File: src/rtl/seven_segment_scan_controller.sv
// -----------------------------------------------------------------------------
// seven_segment_scan_controller
//
// Time-multiplexed driver for a 4-digit common-anode seven-segment display.
// Each digit is lit for REFRESH_CYCLES clocks. The slots are separated by
// DEAD_CYCLES clocks with every anode off, which suppresses ghosting. New
// display data is captured into shadow registers on `load`. It is promoted to
// the active registers only at a frame boundary, so a frame never mixes old
// and new digits.
//
// Parameters
//   REFRESH_CYCLES : clocks each digit is lit per slot (1..65535)
//   DEAD_CYCLES    : blanking clocks between slots (0..65535, 0 = none)
//
// Ports
//   clk        in   rising-edge clock
//   reset      in   synchronous, active-high reset
//   en         in   1 = display enabled, 0 = anodes off (scan keeps running)
//   load       in   one-cycle request to capture value_in / dp_in / blank_lz
//   value_in   in   [15:0] four nibbles, [3:0] = rightmost digit 0
//   dp_in      in   [3:0] per-digit decimal point, active-low
//   blank_lz   in   1 = blank leading zeros
//   an         out  [3:0] anode enables, active-low
//   digit_code out  [3:0] nibble for the segment decoder, 4'hF = blank
//   dp_out     out  decimal point of the lit digit, active-low
//   frame_tick out  one-cycle pulse when the digit index wraps 3 -> 0
//   pending    out  1 = captured data waiting for the next frame boundary
// -----------------------------------------------------------------------------
module seven_segment_scan_controller #(
    parameter int REFRESH_CYCLES = 50000,
    parameter int DEAD_CYCLES    = 500
) (
    input  logic        clk,
    input  logic        reset,
    input  logic        en,
    input  logic        load,
    input  logic [15:0] value_in,
    input  logic [3:0]  dp_in,
    input  logic        blank_lz,
    output logic [3:0]  an,
    output logic [3:0]  digit_code,
    output logic        dp_out,
    output logic        frame_tick,
    output logic        pending
);

    localparam logic [0:0] ST_ON   = 1'b0;
    localparam logic [0:0] ST_DEAD = 1'b1;

    localparam bit          HAS_DEAD  = (DEAD_CYCLES > 0);
    localparam logic [15:0] REF_LAST  = 16'(REFRESH_CYCLES - 1);
    // DEAD is unreachable when DEAD_CYCLES = 0; the value only needs to be legal.
    localparam logic [15:0] DEAD_LAST = HAS_DEAD ? 16'(DEAD_CYCLES - 1) : 16'd0;

    // Scan state
    logic [0:0]  state_q, state_d;
    logic [15:0] cnt_q,   cnt_d;
    logic [1:0]  idx_q,   idx_d;
    logic        slot_end;
    logic        boundary;

    // Display data: shadow (captured) and active (shown)
    logic [15:0] sh_val_q,  sh_val_d;
    logic [3:0]  sh_dp_q,   sh_dp_d;
    logic        sh_blz_q,  sh_blz_d;
    logic [15:0] act_val_q, act_val_d;
    logic [3:0]  act_dp_q,  act_dp_d;
    logic        act_blz_q, act_blz_d;
    logic        pend_q,    pend_d;

    // Registered outputs
    logic [3:0]  an_q,   an_d;
    logic [3:0]  code_q, code_d;
    logic        dp_q,   dp_d;
    logic        tick_q;

    logic [3:0]  blank_vec;
    logic [3:0]  cur_nib;

    // Slot sequencing
    always_comb begin
        state_d  = state_q;
        cnt_d    = cnt_q + 16'd1;
        idx_d    = idx_q;
        slot_end = 1'b0;
        case (state_q)
            ST_ON: begin
                if (cnt_q == REF_LAST) begin
                    cnt_d = 16'd0;
                    if (HAS_DEAD) begin
                        state_d = ST_DEAD;
                    end else begin
                        // No dead time: step straight to the next digit.
                        idx_d    = idx_q + 2'd1;
                        slot_end = 1'b1;
                    end
                end
            end
            default: begin
                if (cnt_q == DEAD_LAST) begin
                    cnt_d    = 16'd0;
                    state_d  = ST_ON;
                    idx_d    = idx_q + 2'd1;
                    slot_end = 1'b1;
                end
            end
        endcase
        boundary = slot_end && (idx_q == 2'd3);
    end

    // Shadow / active data hand-over
    always_comb begin
        sh_val_d  = sh_val_q;
        sh_dp_d   = sh_dp_q;
        sh_blz_d  = sh_blz_q;
        act_val_d = act_val_q;
        act_dp_d  = act_dp_q;
        act_blz_d = act_blz_q;
        pend_d    = pend_q;
        if (boundary) begin
            if (load) begin
                // Load on the boundary bypasses the shadow entirely.
                act_val_d = value_in;
                act_dp_d  = dp_in;
                act_blz_d = blank_lz;
                pend_d    = 1'b0;
            end else if (pend_q) begin
                act_val_d = sh_val_q;
                act_dp_d  = sh_dp_q;
                act_blz_d = sh_blz_q;
                pend_d    = 1'b0;
            end
        end else if (load) begin
            sh_val_d = value_in;
            sh_dp_d  = dp_in;
            sh_blz_d = blank_lz;
            pend_d   = 1'b1;
        end
    end

    // Leading-zero blanking: a digit blanks only if it and every digit to its
    // left are zero. Digit 0 always shows.
    always_comb begin
        blank_vec[3] = act_blz_q && (act_val_q[15:12] == 4'h0);
        blank_vec[2] = blank_vec[3] && (act_val_q[11:8] == 4'h0);
        blank_vec[1] = blank_vec[2] && (act_val_q[7:4] == 4'h0);
        blank_vec[0] = 1'b0;
    end

    assign cur_nib = act_val_q[{idx_q, 2'b00} +: 4];

    // Output decode from the current state; registered below.
    always_comb begin
        an_d   = 4'b1111;
        code_d = 4'hF;
        dp_d   = 1'b1;
        if ((state_q == ST_ON) && en) begin
            an_d   = ~(4'b0001 << idx_q);
            code_d = blank_vec[idx_q] ? 4'hF : cur_nib;
            dp_d   = act_dp_q[idx_q];
        end
    end

    always_ff @(posedge clk) begin
        if (reset) begin
            state_q   <= ST_ON;
            cnt_q     <= 16'd0;
            idx_q     <= 2'd0;
            sh_val_q  <= 16'd0;
            sh_dp_q   <= 4'b1111;
            sh_blz_q  <= 1'b0;
            act_val_q <= 16'd0;
            act_dp_q  <= 4'b1111;
            act_blz_q <= 1'b0;
            pend_q    <= 1'b0;
            an_q      <= 4'b1111;
            code_q    <= 4'hF;
            dp_q      <= 1'b1;
            tick_q    <= 1'b0;
        end else begin
            state_q   <= state_d;
            cnt_q     <= cnt_d;
            idx_q     <= idx_d;
            sh_val_q  <= sh_val_d;
            sh_dp_q   <= sh_dp_d;
            sh_blz_q  <= sh_blz_d;
            act_val_q <= act_val_d;
            act_dp_q  <= act_dp_d;
            act_blz_q <= act_blz_d;
            pend_q    <= pend_d;
            an_q      <= an_d;
            code_q    <= code_d;
            dp_q      <= dp_d;
            tick_q    <= boundary;
        end
    end

    assign an         = an_q;
    assign digit_code = code_q;
    assign dp_out     = dp_q;
    assign frame_tick = tick_q;
    assign pending    = pend_q;

endmodule

File: config.mk
export PLATFORM = sky130hd
export DESIGN_NAME = seven_segment_scan_controller
export DESIGN_NICKNAME = d
export VERILOG_FILES = /design/src/rtl/seven_segment_scan_controller.sv
export SDC_FILE = /design/constraint.sdc
export NUM_CORES = 1
export LEC_CHECK = 0
export CAP_MARGIN = 10
export CORE_UTILIZATION = 50
export DETAILED_ROUTE_END_ITERATION = 8
export GPL_ROUTABILITY_DRIVEN = 1
export PLACE_DENSITY = 0.73
export SLEW_MARGIN = 20
export SYNTH_ARGS = -nofsm -noshare
export SYNTH_HDL_FRONTEND = slang
export SYNTH_SLANG_ARGS = --single-unit
File: constraint.sdc
create_clock -name clk -period 3 [get_ports clk]
set_clock_uncertainty 0.1 [all_clocks]
set_input_delay 0.3 -clock clk [delete_from_list [all_inputs] [get_ports clk]]
set_output_delay 0.3 -clock clk [all_outputs]
set_load 0.02 [all_outputs]
==> results of run 1 <==
metal layers:
metal	vias to the layer above	global-route usage, %	wire, um
li1	1455	-	-
met1	1403	30.10	3755
met2	78	35.79	3725
met3	16	7.048	340
met4	0	10.30	155
met5	-	0	0
worst max-delay path, cell delays in order, from the launching register on:
cell and delay (ns):
sky130_fd_sc_hd__dfxtp_1 0.39, sky130_fd_sc_hd__ha_1 0.25, sky130_fd_sc_hd__and4bb_2 0.30, sky130_fd_sc_hd__and4_1 0.45
sky130_fd_sc_hd__buf_4 0.30, sky130_fd_sc_hd__a21oi_1 0.10, sky130_fd_sc_hd__a311oi_1 0.26
power by group through the flow:
stage	clock, mW	combinational [mW]	sequential (mW)
after global placement	0	0.153	1.03
after floorplan	0	0.0930	1.03
after detailed placement	0	0.157	1.03
after CTS	0.720	0.157	1.01
after global routing	0.773	0.173	1.01
final	0.707	0.156	1.01
how the worst max path moves through the flow:
| stage | end | slack (ns) | cells past startpoint |
|---|---|---|---|
| 6_report | act_val_q[15]$_SDFFE_PP0P_ | 0.74 | 6 |
| 5_1_grt | act_val_q[15]$_SDFFE_PP0P_ | 0.59 | 6 |
| 4_1_cts | act_val_q[15]$_SDFFE_PP0P_ | 0.75 | 6 |
| 3_5_place_dp | act_val_q[14]$_SDFFE_PP0P_ | 0.76 | 4 |
| 3_3_place_gp | act_blz_q$_SDFFE_PP0P_ | 0.79 | 4 |
| 2_1_floorplan | act_blz_q$_SDFFE_PP0P_ | 1.20 | 6 |
logic make-up after synthesis:
family	count (synthesis)	share of synthesized area [%]
compound gates	77	16.31
xor+xnor	15	3.700
fa+ha+maj	5	1.762
buf+inv	40	7.681
flops	72	40.59
mux	22	7.963
simple gates	149	21.99
metrics by stage:
stage	utilization, %	hold WS (ns)	instance area [sq um]	cells
3_3_place_gp	56.50	0.3514	3860	492
5_1_grt	59.16	0.1967	4041	508
3_5_place_dp	56.50	0.3692	3860	492
2_1_floorplan	-	0.3372	3551	380
6_report	59.16	0.1768	4041	508
4_1_cts	59.16	0.1767	4041	508
layout make-up:
class | instances | area (sq um) | area share (%)
multi-input cells | 268 | 1837 | 45.45
flip-flops and latches | 72 | 1441 | 35.67
repair buffers | 45 | 420.4 | 10.40
clock buffers | 10 | 137.6 | 3.406
well taps | 96 | 120.1 | 2.972
clock inverters | 6 | 43.79 | 1.084
inverters | 11 | 41.29 | 1.022
state kept, by name, indices dropped and copies added, names as in the netlist, 2 cells and up:
register and flops:
act_val_q 16, cnt_q 16, sh_val_q 16, act_dp_q 4, an 4, digit_code 4, sh_dp_q 4, idx_q 2
cell usage in the layout, fill, tap and decap left out, types with 2 or more instances in the layout:
cell and n:
sky130_fd_sc_hd__clkinv_2 2, sky130_fd_sc_hd__xor2_1 4, sky130_fd_sc_hd__nand3_1 8, sky130_fd_sc_hd__nor4_1 5
sky130_fd_sc_hd__and3_1 19, sky130_fd_sc_hd__and4_1 3, sky130_fd_sc_hd__o211ai_1 8, sky130_fd_sc_hd__o21ai_0 5
sky130_fd_sc_hd__clkinv_4 2, sky130_fd_sc_hd__ha_1 5, sky130_fd_sc_hd__dfxtp_1 72, sky130_fd_sc_hd__nand4_1 6
sky130_fd_sc_hd__xnor2_1 11, sky130_fd_sc_hd__o2111a_1 4, sky130_fd_sc_hd__o221ai_1 17, sky130_fd_sc_hd__clkbuf_8 10
sky130_fd_sc_hd__nand3b_1 4, sky130_fd_sc_hd__a311oi_1 16, sky130_fd_sc_hd__clkdlybuf4s50_1 34, sky130_fd_sc_hd__mux4_2 5
sky130_fd_sc_hd__mux2i_1 17, sky130_fd_sc_hd__nand2_1 48, sky130_fd_sc_hd__inv_1 9, sky130_fd_sc_hd__nor2_1 39
sky130_fd_sc_hd__buf_4 10, sky130_fd_sc_hd__a21oi_1 22, sky130_fd_sc_hd__nor3_1 6, sky130_fd_sc_hd__clkinv_1 2
==> Implementation_results.wiki, run 1 <==
{| class="wikitable"
! Metric !! Value
|-
| Result of the run || finished, final reports clean
|-
| Global-route wire length before repair || 13450 um
|-
| Routability Congestion || 0.8280
|-
| Power per cell area || 462.5 mW/mm^2
|-
| Maximum clock rate || 0.4433 GHz
|-
| Proportion of synthesized flip-flops having asynchronous set or reset || 0%
|-
| Worst hold path endpoint || digit_code[0]$_SDFF_PP1_
|-
| Worst R2R Start || cnt_q[0]$_SDFF_PP0_
|-
| Shortest clock period the worst path allows after layout || 2.256 ns
|-
| Combinational Power Share || 8.4%
|-
| Sw Share || 26.01%
|-
| Smallest setup slack after layout || 0.7443 ns
|-
| Number of synthesized flops with an enable pin || 0
|-
| Worst reg-to-reg path cell count || 6
|-
| Number of top-level design ports || 36
|-
| Violation count after the first detailed-route iteration || 179
|-
| Worst hold path stage count || 3
|-
| Final worst-path cycle share || 75.19%
|-
| Synth warnings || 0
|-
| Data required, critical path || 3.16 ns
|-
| R2R setup slack || 0.74 ns
|-
| MaxCap Viol Count || 0
|-
| Leakage Power || 1.599 nW
|-
| Area delta synth->final || 13.81%
|-
| Net count of the mapped netlist || 410
|-
| Initial core utilization || 51.98%
|-
| Area fraction of the dominant cell type after synthesis || 40.59%
|-
| Final setup violation count || 0
|-
| Initial antenna violation count || 0
|-
| Post-CTS setup buffers || 0
|-
| Sink count of the clock tree || 72
|-
| Post-place setup slack || 0.7553 ns
|-
| Synthesized flop and latch total || 72
|-
| Synth area leaders || sky130_fd_sc_hd__dfxtp_1 41%, sky130_fd_sc_hd__nand2_1 5.1%, sky130_fd_sc_hd__mux2i_1 4.8%, sky130_fd_sc_hd__o221ai_1 4.2%, sky130_fd_sc_hd__nor2_1 4.1%
|-
| Hold bufs inserted after CTS || 0
|-
| TritonCTS Buffers || 9
|-
| Setup_tns || 0 ns
|-
| Dpl hpwl || 5336 um
|-
| Cell type contributing the most total cell area after synthesis || sky130_fd_sc_hd__dfxtp_1
|-
| Largest net degree at the start of global routing || 56
|-
| Internal power || 1.383 mW
|-
| Floorplan Core Area || 0.006832 sq mm
|-
| RSZ-0062 raised after global routing || false
|-
| Largest buffer count on any clock path || 2
|-
| Synth unique cells || 45
|-
| Total iterations of the first detailed-routing run || 4
|-
| Die height || 86.27 um
|-
| Vias in the first global route || 2898
|-
| Die area || 0.007443 sq mm
|-
| Die outline width || 86.27 um
|-
| DRC violation count after routing || 0
|-
| Leading post-synthesis cells by instance count || 72 x sky130_fd_sc_hd__dfxtp_1, 48 x sky130_fd_sc_hd__nand2_1, 39 x sky130_fd_sc_hd__nor2_1
|-
| Number of levels the H-tree was split into || 3
|-
| Synth Area per Inst || 9.344 sq um
|-
| Worst slew slack as a fraction of its limit || 52.43%
|-
| Number of instances in the synthesized netlist || 380
|-
| Maximum fanout count along the critical path || 17
|-
| Filler instances || 614
|-
| Arrival time at the worst endpoint || 2.41 ns
|-
| Classification of the worst-slack hold path || in2reg
|-
| Switching power of the nets || 486.2 uW
|-
| Vias per cell || 5.811
|-
| Cell area after technology mapping || 0.003551 sq mm
|-
| Clock latency reported for the late side of the worst-skew pair || 0.36 ns
|-
| Clock transition at path regs || 0.08 ns
|-
| Most instantiated flip-flop cell in the synthesis netlist || sky130_fd_sc_hd__dfxtp_1
|-
| Clock Power Share || 37.8%
|-
| GRT Resource Usage Total || 23.22%
|-
| Worst Setup End Kind || flip-flop
|-
| Peak ir drop on the vdd network || 0.2979 mV
|-
| Antenna fix cells || 0
|-
| Port Buffers || 35
|-
| Via count || 2952
|-
| Max-slew violation count || 0
|-
| Critical setup path kind || reg2reg
|-
| Hold Fails Final Rpt || 0
|-
| CTS tree || done
|-
| Total gr overflow || 0
|-
| Fin nets || 437
|-
| Startpoint of the lowest-slack hold path || reset
|-
| Most numerous cell in the Yosys netlist || sky130_fd_sc_hd__dfxtp_1
|-
| Post-route ant nets || 0
|-
| Wire length after detailed routing || 7977 um
|-
| Least-Margin Pin Slew || 0.7113 ns
|-
| Final Total Pwr || 1.869 mW
|-
| Clock Tree Root || sky130_fd_sc_hd__clkbuf_8
|-
| Critical Path Source Type || flip-flop
|-
| Number of resized instances in the post-cts repair step || 0
|-
| Number of cell rows || 30
|-
| Proportion of layout cells with a drive suffix above 1 || 9.709%
|-
| Worst setup path startpoint || cnt_q[0]$_SDFF_PP0_
|-
| Reg power frac || 53.8%
|-
| Reg-to-reg critical path endpoint || act_val_q[15]$_SDFFE_PP0P_
|-
| DR WL/cell || 15.70 um
|-
| Proportion of synthesized chip area in sequential cells || 40.59%
|}
(Power assumes the default switching activity.)
==> run 2, diff against run 1 <==
==> constraint.sdc (replaced) <==
create_clock -name clk -period 2.2 [get_ports clk]
set_clock_uncertainty 0.1 [all_clocks]
set_input_delay 0.22 -clock clk [delete_from_list [all_inputs] [get_ports clk]]
set_output_delay 0.22 -clock clk [all_outputs]
set_load 0.02 [all_outputs]
==> run 2 against run 1 <==
Via count increased by 0.34%. Sequential power increased by 36%. Register-to-register slack got worse by 0.56 ns. Non-clock buffer count increased by 10. Sequential share of layout area decreased by 1.7 points. Sequential cell count unchanged. Combinational power increased by 42%. Critical path type unchanged. Largest cell class unchanged. Highest routed layer unchanged.
==> Implementation_results.wiki, run 2 (same netlist as run 1, synthesis figures left out) <==
{| class="wikitable"
! Metric !! Value
|-
| Arrival time at the worst endpoint || 2.11 ns
|-
| Final worst-path cycle share || 91.43%
|-
| Initial antenna violation count || 0
|-
| Smallest setup slack after layout || 0.1886 ns
|-
| Antenna fix cells || 0
|-
| Hold bufs inserted after CTS || 0
|-
| Post-place setup slack || 0.2258 ns
|-
| Sink count of the clock tree || 72
|-
| Largest buffer count on any clock path || 2
|-
| Total gr overflow || 0
|-
| Port Buffers || 35
|-
| Data required, critical path || 2.30 ns
|-
| Most frequent cells in the layout || 72 x sky130_fd_sc_hd__dfxtp_1, 48 x sky130_fd_sc_hd__nand2_1, 39 x sky130_fd_sc_hd__nor2_1, 34 x sky130_fd_sc_hd__clkdlybuf4s50_1, 22 x sky130_fd_sc_hd__a21oi_1
|-
| Clock Tree Root || sky130_fd_sc_hd__clkbuf_8
|-
| Result of the run || finished, final reports clean
|-
| Power per cell area || 730.1 mW/mm^2
|-
| Worst slew slack as a fraction of its limit || 51.80%
|-
| Die outline width || 86.27 um
|-
| Vias per cell || 5.718
|-
| Classification of the worst-slack hold path || in2reg
|-
| Number of resized instances in the post-cts repair step || 0
|-
| Setup_tns || 0 ns
|-
| Area delta synth->final || 19.38%
|-
| Post-CTS setup buffers || 0
|-
| Clock transition at path regs || 0.08 ns
|-
| Largest registers || act_val_q (16), cnt_q (16), sh_val_q (16)
|-
| Critical Path Source Type || flip-flop
|-
| Fin nets || 447
|-
| Leakage Power || 1.705 nW
|-
| Number of cell rows || 30
|-
| Max-slew violation count || 0
|-
| Dpl hpwl || 5305 um
|-
| Shortest clock period the worst path allows after layout || 2.011 ns
|-
| CTS tree || done
|-
| Wire length after detailed routing || 8046 um
|-
| Least-Margin Pin Slew || 0.7208 ns
|-
| Hold Fails Final Rpt || 0
|-
| Most common cell after layout, fill and taps aside || sky130_fd_sc_hd__dfxtp_1
|-
| Global-route wire length before repair || 13570 um
|-
| Critical setup path kind || reg2reg
|-
| Initial core utilization || 51.98%
|-
| Post-route worst hold slack || 0.2308 ns
|-
| Die area || 0.007443 sq mm
|-
| Maximum fanout count along the critical path || 16
|-
| Post-route ant nets || 0
|-
| Total iterations of the first detailed-routing run || 5
|-
| DRC violation count after routing || 0
|-
| Die height || 86.27 um
|-
| GRT Resource Usage Total || 23.35%
|-
| Worst Setup End Kind || flip-flop
|-
| Routability Congestion || 0.7984
|-
| Floorplan Core Area || 0.006832 sq mm
|-
| Largest net degree at the start of global routing || 57
|-
| Final setup violation count || 0
|-
| Clock latency reported for the late side of the worst-skew pair || 0.35 ns
|-
| MaxCap Viol Count || 0
|-
| Peak ir drop on the vdd network || 0.4094 mV
|-
| Violation count after the first detailed-route iteration || 228
|-
| DR WL/cell || 15.53 um
|-
| RSZ-0062 raised after global routing || false
|-
| Maximum clock rate || 0.4972 GHz
|-
| Proportion of layout cells with a drive suffix above 1 || 11.85%
|-
| Via count || 2962
|-
| Number of levels the H-tree was split into || 3
|-
| TritonCTS Buffers || 9
|-
| Number of top-level design ports || 36
|-
| Vias in the first global route || 2896
|}
[run 2: final timing paths]
check / start / endpoint / slack [ns] / cells past startpoint
worst min register to register: cnt_q[0]$_SDFF_PP0_ / cnt_q[0]$_SDFF_PP0_ / 0.38 / 1
worst min-delay path: reset / act_dp_q[0]$_SDFFE_PP1P_ / 0.23 / 3
worst max register to register: cnt_q[0]$_SDFF_PP0_ / cnt_q[10]$_SDFF_PP0_ / 0.19 / 5
worst max-delay path: cnt_q[0]$_SDFF_PP0_ / cnt_q[10]$_SDFF_PP0_ / 0.19 / 5
[run 2: power by group]
group          total [mW]  internal, mW  leakage [nW]  switching [mW]
clock network        1.50         0.986         0.144           0.517
registers            1.37          1.35         0.589          0.0221
logic               0.221        0.0994         0.973           0.122
[run 2: area by class of cell]
type	instances	area, sq um
clock buffer	9	123.9
multi-input combinational	268	1837
tap	96	120.1
fill	600	2592
inverter	11	41.29
timing repair buffer	55	508.0
clock inverter	7	167.7
sequential	72	1441
[run 2: critical path, stage by stage (launching register included)]
cell	delay [ns]
sky130_fd_sc_hd__dfxtp_1	0.39
sky130_fd_sc_hd__ha_1	0.23
sky130_fd_sc_hd__and3_1	0.24
sky130_fd_sc_hd__nand4_1	0.16
sky130_fd_sc_hd__o211ai_2	0.62
sky130_fd_sc_hd__nor2_1	0.12
[run 2: metrics by stage]
stage                     power (mW)  cells  utilization, %  area (sq um)
after CTS                      3.112    518           62.05          4239
after global routing           3.198    518           62.05          4239
after global placement         1.611    502           57.78          3948
after detailed placement       1.618    502           57.78          3948
after floorplan                1.528    380               -          3551
final                          3.095    518           62.05          4239
[run 2: layer usage]
layer	share of wire [%]	track usage, %
met1	47	30.63
met2	46	37.09
met3	6.0	5.714
met4	1.5	9.242
met5	0	0
==> run 3, diff against run 2 <==
--- a/config.mk
+++ b/config.mk
@@ -6,10 +6,10 @@
 export NUM_CORES = 1
 export LEC_CHECK = 0
 export CAP_MARGIN = 10
-export CORE_UTILIZATION = 50
+export CORE_UTILIZATION = 57
 export DETAILED_ROUTE_END_ITERATION = 8
 export GPL_ROUTABILITY_DRIVEN = 1
-export PLACE_DENSITY = 0.73
+export PLACE_DENSITY = 0.81
 export SLEW_MARGIN = 20
 export SYNTH_ARGS = -nofsm -noshare
 export SYNTH_HDL_FRONTEND = slang
==> run 3 against run 2 <==
Die area is 12% lower. First-iteration DRC count is 14% lower. Via count is 2.1% higher. Clock power is 15% lower. Total power is 7.7% lower. Utilization is 7.6 points higher. Worst setup slack better by 0.041 ns. Register-to-register slack better by 0.04 ns. Non-clock buffer count is 4 lower. Sequential power hardly changed. Routed wire length is 0.96% lower. Largest power group is now registers.
==> Implementation_results.wiki, run 3 (same netlist as run 1, synthesis figures left out) <==
{| class="wikitable"
! Metric !! Value
|-
| Result of the run || finished, final reports clean
|-
| Hold bufs inserted after CTS || 0
|-
| CP Cell Sequence || ha_1 -> and3_1 -> nand4_1 -> o211ai_2 -> nor2_1
|-
| Fin nets || 443
|-
| CTS tree || done
|-
| Final worst-path cycle share || 89.56%
|-
| Largest buffer count on any clock path || 2
|-
| Highest Signal Layer || met4
|-
| Startpoint of the lowest-slack hold path || reset
|-
| Shortest clock period the worst path allows after layout || 1.970 ns
|-
| Hold Fails Final Rpt || 0
|-
| Arrival time at the worst endpoint || 2.09 ns
|-
| DRC violation count after routing || 0
|-
| Routability Congestion || 0.8686
|-
| Port Buffers || 35
|-
| Peak ir drop on the vdd network || 0.5940 mV
|-
| Critical Path Source Type || flip-flop
|-
| Antenna fix cells || 0
|-
| Delay contributed by the slowest stage of the critical path || 0.57 ns
|-
| Sink count of the clock tree || 72
|-
| Data required, critical path || 2.32 ns
|-
| Met2 Wirelength || 3701 um
|-
| Clock transition at path regs || 0.07 ns
|-
| Layout Utilization || 69.64%
|-
| Routed length on met3 || 408 um
|-
| Cell count after placement || 477
|-
| Number of buffer and inverter instances along the worst setup path || 0
|-
| Setup_tns || 0 ns
|-
| Total iterations of the first detailed-routing run || 4
|-
| Initial antenna violation count || 0
|-
| Worst reg-to-reg path cell count || 5
|-
| Classification of the worst-slack hold path || in2reg
|-
| Vias per cell || 6.136
|-
| Post-route ant nets || 0
|-
| Proportion of layout cells with a drive suffix above 1 || 11.00%
|-
| GRT Resource Usage Total || 26.63%
|-
| Global-route wire length before repair || 13130 um
|-
| Largest net degree at the start of global routing || 54
|-
| Critical path's top delay family || compound AO/OA/AOI/OAI gates
|-
| TritonCTS Buffers || 9
|-
| Worst R2R Start || cnt_q[0]$_SDFF_PP0_
|-
| RSZ-0062 raised after global routing || false
|-
| Critical setup path kind || reg2reg
|-
| Worst hold path endpoint || frame_tick$_SDFF_PP0_
|-
| Number of cells in the finished layout apart from fillers || 493
|-
| Worst Setup End Kind || flip-flop
|-
| Number of cells on the critical path || 5
|-
| Critical Path Slowest Stage Cell || sky130_fd_sc_hd__o211ai_2
|-
| Via count || 3025
|-
| Most common cell after layout, fill and taps aside || sky130_fd_sc_hd__dfxtp_1
|-
| Largest registers || act_val_q (16), cnt_q (16), sh_val_q (16)
|-
| R2R setup slack || 0.23 ns
|-
| Leakage Power || 1.667 nW
|-
| Die area || 0.006550 sq mm
|-
| Vias in the first global route || 2823
|-
| Maximum clock rate || 0.5075 GHz
|-
| Violation count after the first detailed-route iteration || 197
|-
| Die height || 80.93 um
|-
| Post-route worst hold slack || 0.02118 ns
|-
| Number of cell rows || 28
|-
| Number of resized instances in the post-cts repair step || 0
|-
| Most frequent cells in the layout || 72 x sky130_fd_sc_hd__dfxtp_1, 48 x sky130_fd_sc_hd__nand2_1, 39 x sky130_fd_sc_hd__nor2_1, 34 x sky130_fd_sc_hd__clkdlybuf4s50_1, 22 x sky130_fd_sc_hd__a21oi_1
|-
| Area delta synth->final || 16.81%
|-
| Initial core utilization || 59.62%
|-
| Power per cell area || 689.1 mW/mm^2
|-
| Reg-to-reg critical path endpoint || cnt_q[13]$_SDFF_PP0_
|-
| MaxCap Viol Count || 0
|-
| Maximum fanout count along the critical path || 16
|-
| Max-slew violation count || 0
|-
| Clock Tree Root || sky130_fd_sc_hd__clkbuf_8
|-
| Wire length after detailed routing || 7969 um
|-
| Floorplan Core Area || 0.005956 sq mm
|-
| Number of top-level design ports || 36
|-
| Final setup violation count || 0
|-
| Worst slew slack as a fraction of its limit || 56.24%
|-
| Total gr overflow || 0
|-
| Post-CTS setup buffers || 0
|-
| Die outline width || 80.93 um
|-
| Number of levels the H-tree was split into || 3
|-
| Sum of routed wire segments on met1 || 3641 um
|-
| DR WL/cell || 16.16 um
|-
| Dpl hpwl || 5353 um
|-
| Worst hold path stage count || 2
|-
| Clock latency reported for the late side of the worst-skew pair || 0.36 ns
|-
| Least-Margin Pin Slew || 0.6545 ns
|}
==> run 3: where the power goes <==
| part | total (mW) | switching [mW] | internal (mW) | leakage (nW) |
|---|---|---|---|---|
| Combinational | 0.217 | 0.120 | 0.0970 | 0.958 |
| Sequential | 1.37 | 0.0224 | 1.35 | 0.589 |
| Clock | 1.27 | 0.517 | 0.754 | 0.119 |
| Total | 2.86 | 0.659 | 2.20 | 1.67 |
==> run 3: worst max path at each step <==
stage                               startpoint                      to  slack (ns)
final                      cnt_q[0]$_SDFF_PP0_    cnt_q[13]$_SDFF_PP0_        0.23
after CTS                  cnt_q[0]$_SDFF_PP0_     cnt_q[3]$_SDFF_PP0_        0.23
after floorplan            cnt_q[0]$_SDFF_PP0_  act_blz_q$_SDFFE_PP0P_        0.40
after global placement    cnt_q[11]$_SDFF_PP0_     cnt_q[3]$_SDFF_PP0_        0.34
after detailed placement   cnt_q[0]$_SDFF_PP0_    cnt_q[12]$_SDFF_PP0_        0.24
after global routing       cnt_q[0]$_SDFF_PP0_    cnt_q[12]$_SDFF_PP0_        0.03
==> run 3: cell type report <==
| type | count | area (sq um) |
|---|---|---|
| Multi-Input combinational cell | 268 | 1837 |
| Fill cell | 468 | 1808 |
| Sequential cell | 72 | 1441 |
| Timing Repair Buffer | 51 | 490.5 |
| Clock buffer | 9 | 123.9 |
| Clock inverter | 7 | 120.1 |
| Tap cell | 75 | 93.84 |
| Inverter | 11 | 41.29 |
==> run 3: routing by layer <==
| metal | global-route usage, % | vias to the layer above |
|---|---|---|
| li1 | - | 1471 |
| met1 | 33.78 | 1431 |
| met2 | 42.52 | 103 |
| met3 | 4.944 | 20 |
| met4 | 14.82 | 0 |
| met5 | 0 | - |
==> run 3: through the flow <==
stage	cell area, sq um	total power [mW]	worst slack (ns)
floorplan	3551	1.528	0.3984
global placement	3904	1.606	0.3379
detailed placement	3904	1.615	0.2402
CTS	4148	2.865	0.2349
global route	4148	2.958	0.03264
finish	4148	2.858	0.2296
==> run 3: worst register-to-register path, delay by kind of cell (launching register included) <==
family | cells | cell delay [ns]
DFF | 1 | 0.40
AOI/OAI and AO/OA | 1 | 0.57
and+or+nand+nor | 3 | 0.52
adders and majority gates | 1 | 0.24
